===== config.mk =====
export PLATFORM = sky130hd
export DESIGN_NAME = bus_arbiter
export DESIGN_NICKNAME = d
export VERILOG_FILES = /design/src/rtl/bus_arbiter.sv
export SDC_FILE = /design/constraint.sdc
export NUM_CORES = 1
export LEC_CHECK = 0
export ABC_AREA = 1
export CORE_ASPECT_RATIO = 1.5
export CORE_UTILIZATION = 29
export DETAILED_ROUTE_END_ITERATION = 8
export HOLD_SLACK_MARGIN = 0.08
export SLEW_MARGIN = 20
export SYNTH_ARGS = -nofsm -noshare
export SYNTH_HDL_FRONTEND = slang
export SYNTH_SLANG_ARGS = --single-unit

===== constraint.sdc =====
create_clock -name clk -period 1.85 [get_ports clk]
set_input_delay 0.37 -clock clk [delete_from_list [all_inputs] [get_ports clk]]
set_output_delay 0.37 -clock clk [all_outputs]
set_load 0.005 [all_outputs]

===== src/rtl/bus_arbiter.sv =====
// Four-master round-robin bus arbiter with bus parking and a programmable hold limit.
// The owner is always granted; ownership rotates on release or when the hold limit expires.
module bus_arbiter #(
  parameter int NUM_M    = 4,
  parameter int MAX_HOLD = 16,
  parameter int CNT_W    = 8
) (
  input  logic       clk,
  input  logic       reset,
  input  logic       m0_req,
  input  logic       m1_req,
  input  logic       m2_req,
  input  logic       m3_req,
  output logic       m0_grnt,
  output logic       m1_grnt,
  output logic       m2_grnt,
  output logic       m3_grnt,
  output logic [1:0] owner,
  output logic       busy,
  output logic       forced
);

  // Value of hold_cnt on which a waiting master takes the bus on the next edge.
  localparam logic [CNT_W-1:0] HOLD_LAST = (MAX_HOLD > 0) ? CNT_W'(MAX_HOLD - 1) : '0;
  localparam bit               HOLD_EN   = (MAX_HOLD > 0);

  logic [NUM_M-1:0] req;
  logic [NUM_M-1:0] grnt_q, grnt_d;
  logic [1:0]       owner_q, owner_d;
  logic [CNT_W-1:0] hold_q, hold_d;
  logic             forced_q, forced_d;
  logic             others;
  logic             owner_req;

  // First requester after the current owner, wrapping 3 -> 0; parks on the owner if none.
  function automatic logic [1:0] rr_next(input logic [1:0] cur, input logic [NUM_M-1:0] r);
    logic [1:0] cand;
    logic       found;
    rr_next = cur;
    found   = 1'b0;
    for (int i = 1; i < NUM_M; i++) begin
      cand = cur + 2'(i);
      if (!found && r[cand]) begin
        rr_next = cand;
        found   = 1'b1;
      end
    end
  endfunction

  always_comb begin
    req       = {m3_req, m2_req, m1_req, m0_req};
    owner_req = |(req & grnt_q);
    others    = |(req & ~grnt_q);

    owner_d  = owner_q;
    hold_d   = hold_q;
    forced_d = 1'b0;

    if (!owner_req) begin
      owner_d = rr_next(owner_q, req);
      hold_d  = '0;
    end else if (HOLD_EN && others && (hold_q == HOLD_LAST)) begin
      owner_d  = rr_next(owner_q, req);
      hold_d   = '0;
      forced_d = 1'b1;
    end else if (others) begin
      if (hold_q != '1) hold_d = hold_q + CNT_W'(1);
    end else begin
      hold_d = '0;
    end

    grnt_d = 4'b0001 << owner_d;
  end

  always_ff @(posedge clk or negedge reset) begin
    if (!reset) begin
      owner_q  <= 2'd0;
      grnt_q   <= 4'b0001;
      hold_q   <= '0;
      forced_q <= 1'b0;
    end else begin
      owner_q  <= owner_d;
      grnt_q   <= grnt_d;
      hold_q   <= hold_d;
      forced_q <= forced_d;
    end
  end

  assign {m3_grnt, m2_grnt, m1_grnt, m0_grnt} = grnt_q;
  assign owner  = owner_q;
  assign busy   = owner_req;
  assign forced = forced_q;

endmodule


======== After elaboration in Yosys (flattened, before gate mapping) ========
Index checks and enable logic that the tools add are counted.
W data, S select, Z words.
storage, ports and cells
  register bits after elaboration ......... 15
  logic and storage cells ................. 57
operators by class
  add/sub/neg operators ................... 4
  $lt $le $gt $ge ......................... 3
  equal/unequal tests ..................... 3
  shift operators ......................... 1
  muxes and demuxes ....................... 28
  bitwise logic cells ..................... 3
  reduce and logical (&&, ||, !) cells .... 11
operators with widths
  kind                   count
  $mux W8                4
  $mux W1                14
  $mux W2                7
  $lt A2 B3 Y1 const B   3
  $add A8 B1 Y8 const B  1
  $and A4 B4 Y4          2
  $eq A8 B4 Y1 const B   1
  $ne A8 B8 Y1 const B   1
  $reduce_or A4 Y1       2
  $bmux W1 S2            3
  $logic_and A1 B1 Y1    5
  $add A2 B2 Y2 const B  2
  $logic_not A1 Y1       4
  $ne A4 B2 Y1 const B   1
  $not A4 Y4             1
  $shl A1 B2 Y4 const A  1
  $add A2 B1 Y2 const B  1

======== Depth between registers and ports, before layout ========
  depth in word-level cells ............... 17
  depth in mapped cells ................... 13

======== Worst setup path before layout ========
Ideal clock, no wire load.
  path kind ............................... reg2reg
  start ................................... register hold_q[0]
  end ..................................... register hold_q[0]
  data arrival time ....................... 1.276 ns
  path slack .............................. 0.496 ns
  cell stages (with the launch flop) ...... 9
  path buffers ............................ 0
  period minus slack after synthesis ...... 1.354 ns
  cells stage by stage .................... dfrtp_1 ha_1 nand3_1 nor2_1 nand2_1 nand3_1 inv_1 o21ai_0 a21oi_1
between the ends
  word-level cells in the longest chain between the ends .. 5
ends and longest elaborated chain
  item                    line  text
  from (decl)             30    logic [CNT_W-1:0] hold_q, hold_d;
  from (signal assigned)  84    hold_q <= hold_d;
  $add A8 B1 Y8           67    if (hold_q != '1) hold_d = hold_q + CNT_W'(1);
  $mux W8                 67
  $mux W8                 66    end else if (others) begin
  $mux W8                 62    end else if (HOLD_EN && others && (hold_q == HOLD_LAST)) begin
  $mux W8                 59    if (!owner_req) begin
Parallel ways exist; a longest one is shown, timed or not. The select of a mux whose other input is x is not followed.
A chain may end at the register's enable or synchronous reset.

======== Worst setup path after layout ========
  start ................................... register owner_q[1] (netlist: owner[1])
  end ..................................... output port owner[1]
RTL lines
  item                    line  text
  from (decl)             29    logic [1:0] owner_q, owner_d;
  from (signal assigned)  82    owner_q <= owner_d;
  to (decl)               18    output logic [1:0] owner,
No word-level cell between the ends.

==> results <==
- The run finished with clean final reports.
- The final cell area excluding filler cells is 0.00133 sq mm.
- The slack of the worst reg-to-reg path is 0.31 ns.
- The area taken by multi-input logic gates is 532 sq um.
- In the final timing run, aggregate negative setup slack is 0 ns.
- The number of setup violations in the final report is 0.
- The vias per cell is 4.59.
- Final hold analysis gives a worst-case slack of 0.432 ns.
- The start of the worst register-to-register path is grnt_q[0]$_DFF_PN1_.
- TritonCTS built the clock tree.
- On the critical path, the stage with the largest delay is an instance of clkdlybuf4s50_1.
- The area inside the core boundary is 0.00338 sq mm.
- The smallest clock period supported by the final layout is computed as 1.74 ns.
- The starting density of the core is 0.301.
- The number of warnings reported in the yosys synthesis log is 0.
- Leaving out fill and tap cells, the most frequent cell in the layout is nand2_1.
- After global routing the overflow that remains totals 0.
- The number of standard-cell rows in the floorplan is 26.
- The number of buffers added for setup after CTS is 0.
- The largest net degree at the start of global routing is 16.
- Measured along the y axis, the die boundary spans 74.5 um.
- The placer's final routability congestion estimate is 0.792.
- The full die area is 0.00375 sq mm.
- Fill cells in the final layout number 360.
- In the synthesized netlist, the number of instances is 153.
- Leaving out fill and tap cells, the most frequent cells in the layout are nand2_1, inv_1, nor2_1.
- In this run the number of H-tree levels came out at 1.
- Across the VDD grid, the largest voltage drop is 0.000620 V.
- The arrival time at the worst endpoint is 1.37 ns.
- The most used flip-flop cell after synthesis is dfrtp_1.
- The worst hold path belongs to the class in -> async.
- Dividing the detail-routed wire length by the instance count gives 9.85 um.
- The global router's overall resource usage is 0.133.
- The number of antenna diodes is 0.
- The number of hold violations in the final report was 0.
- The count of flip-flops with a built-in enable after synthesis is 0.
- Before antenna repair, the detailed router went through 4 iterations.
- In the final layout, the share of cells above drive strength 1 is 0.231.
- The kind of end point of the critical path is a primary output.
- Once layout is complete, the utilization of the core stands at 0.393.
- The cell area after synthesis is 0.00102 sq mm.
- The global-route wire length before repair is 3850 um.
- Dividing total power by cell area gives a power density of 1450 mW/mm^2.
- 14 I/O pins were placed.
- Walking the worst path, the cells encountered are clkdlybuf4s50_1.
- The number of CTS-inserted buffers is 3.
- The end of the worst register-to-register path is hold_q[6]$_DFFE_PN0P_.
- The combined flip-flop and latch cell area is 377 sq um.
- The share of the Yosys chip area taken by registers is 0.370.
- The mean instance size in the synthesized netlist is 6.65 sq um.
- Static timing analysis puts the maximum clock frequency at 576 MHz.
- The synthesized netlist contains 22 unique library cells.
- Data on the critical path is required at its endpoint by 1.48 ns.
- Together, buffers and inverters on the worst path number 1.
- The post-layout net count is 190.
- Setup repair after global routing left no endpoint under its margin.
- Of the available clock period, the critical path in the final layout requires 0.939.
- In this run the remaining antenna-violating nets after routing total 0.
- The clock arrives with 0.00325 ns of skew.
- Summing all placed instances gives a cell area of 0.00129 sq mm.
- Max-cap violations in this run came to 0.
- The kind of cell with the highest combined delay along the critical path is buffers and inverters.
- The net count after synthesis is 160.
- Along the worst path, the maximum fanout reaches 10.
- The critical path's largest stage delay is 0.57 ns.
- The critical path in this run is classified as reg -> out.
- The horizontal die dimension is 50.4 um.
- The share of synthesized flip-flops with an asynchronous set or reset is 1.00.
- The detailed placer's ending HPWL is 1780 um.
- The count of vias placed by the detailed router is 1029.
- At the later pin of the worst-skew pair, clock insertion delay measures 0.24 ns.
- The transition time at the pin with the least slew margin is 0.354 ns.
- The tree is rooted in a clkbuf_8.
- The area growth from synthesis to layout is 30.6%.
- Clock-pin slew was measured on the worst setup and hold paths at 0.05 ns.
- The number of buffer cells added on primary ports is 13.
- After synthesis the netlist holds a flip-flop and latch count of 15.
- The final routed DRC violation total is 0.
- The number of global-route vias before repair came to 932.
- The leakage power is 0.708 nW.
- The headroom to the max-slew limit is 0.764.
- The number of antenna violations at the first check in global routing is 0.
- The number of cells on the worst reg-to-reg path is 9.
- Total power for the finished layout comes to 0.00193 W.
- In this run, the number of DRC markers left after iteration 0 of detailed routing was 17.
- The buffer depth of the longest clock path is 2.
- The startpoint type of the worst setup path is a flop.
- The clock sink count is 15.
- The detailed-route wire length is 2210 um.
- The max-slew violation total from the final report came to 0.
-- kinds of logic (layout without fill, tap and decap cells) --
kind of cell,Yosys count,after routing,synth area share
AND/OR/NAND/NOR,101,101,0.449
flip-flops,15,15,0.370
buffers and inverters,26,55,0.107
adder cells (fa/ha/maj),1,1,0.0123
AO/OA/AOI/OAI,10,10,0.0615
-- cells in the mapped netlist, types with 2 or more instances --
cell type  instances  area [sq um]
nand3_2            2          20.0
dfrtp_1           14           350
nor2_1            15          56.3
inv_1             17          63.8
a21oi_1            5          25.0
inv_2              7          26.3
nand2_2           11          68.8
nor3_1             3          15.0
nand2_1           52           195
nand3_1           13          65.1
nand4_1            3          18.8
-- worst max-delay path by stage --
stage | depth (start not counted) | from | slack [ns] | endpoint
6_report | 1 | owner[1]$_DFF_PN0_ | 0.11 | owner[1]
3_5_place_dp | 13 | m0_req | -0.09 | grnt_q[1]$_DFF_PN0_
4_1_cts | 1 | owner[1]$_DFF_PN0_ | 0.11 | owner[1]
3_3_place_gp | 13 | m0_req | -0.07 | grnt_q[1]$_DFF_PN0_
5_1_grt | 13 | m1_req | 0.03 | grnt_q[0]$_DFF_PN1_
2_1_floorplan | 8 | hold_q[0]$_DFFE_PN0P_ | 0.50 | hold_q[0]$_DFFE_PN0P_
-- layer usage --
layer	vias up	global-route usage	wire length, um
met2	16	0.264	1220
li1	534	-	-
met4	0	0.0463	34
met1	474	0.141	898
met3	5	0.0184	51
met5	-	0	0
-- final cells by class --
cell class                 count  area share
clock buffer                   4      0.0339
tap                           42      0.0395
timing repair buffer          27       0.175
inverter                      24      0.0678
multi-input combinational    112       0.400
sequential                    15       0.283
-- flip-flops by register name, indices dropped and copies added (netlist names) --
register	cells
hold_q	8
owner	2
grnt_q	4
forced	1
-- where the power goes --
part	internal, W	total (W)	switching, W
registers	0.000425	0.000540	0.000115
clock network	0.000152	0.000258	0.000105
logic	0.000490	0.00113	0.000642
-- per-stage QoR --
step	instances	setup slack (ns)
6_report	224	0.114
5_1_grt	224	0.0267
4_1_cts	224	0.107
3_5_place_dp	220	-0.0873
3_3_place_gp	220	-0.0723
2_1_floorplan	153	0.496
-- what timing repair did --
action / in CTS / in global routing
hold buffers: 0 / 0
resized for setup: 2 / 1
setup endpoints to repair: 1 / 1
Power figures use the tool's default switching activity.
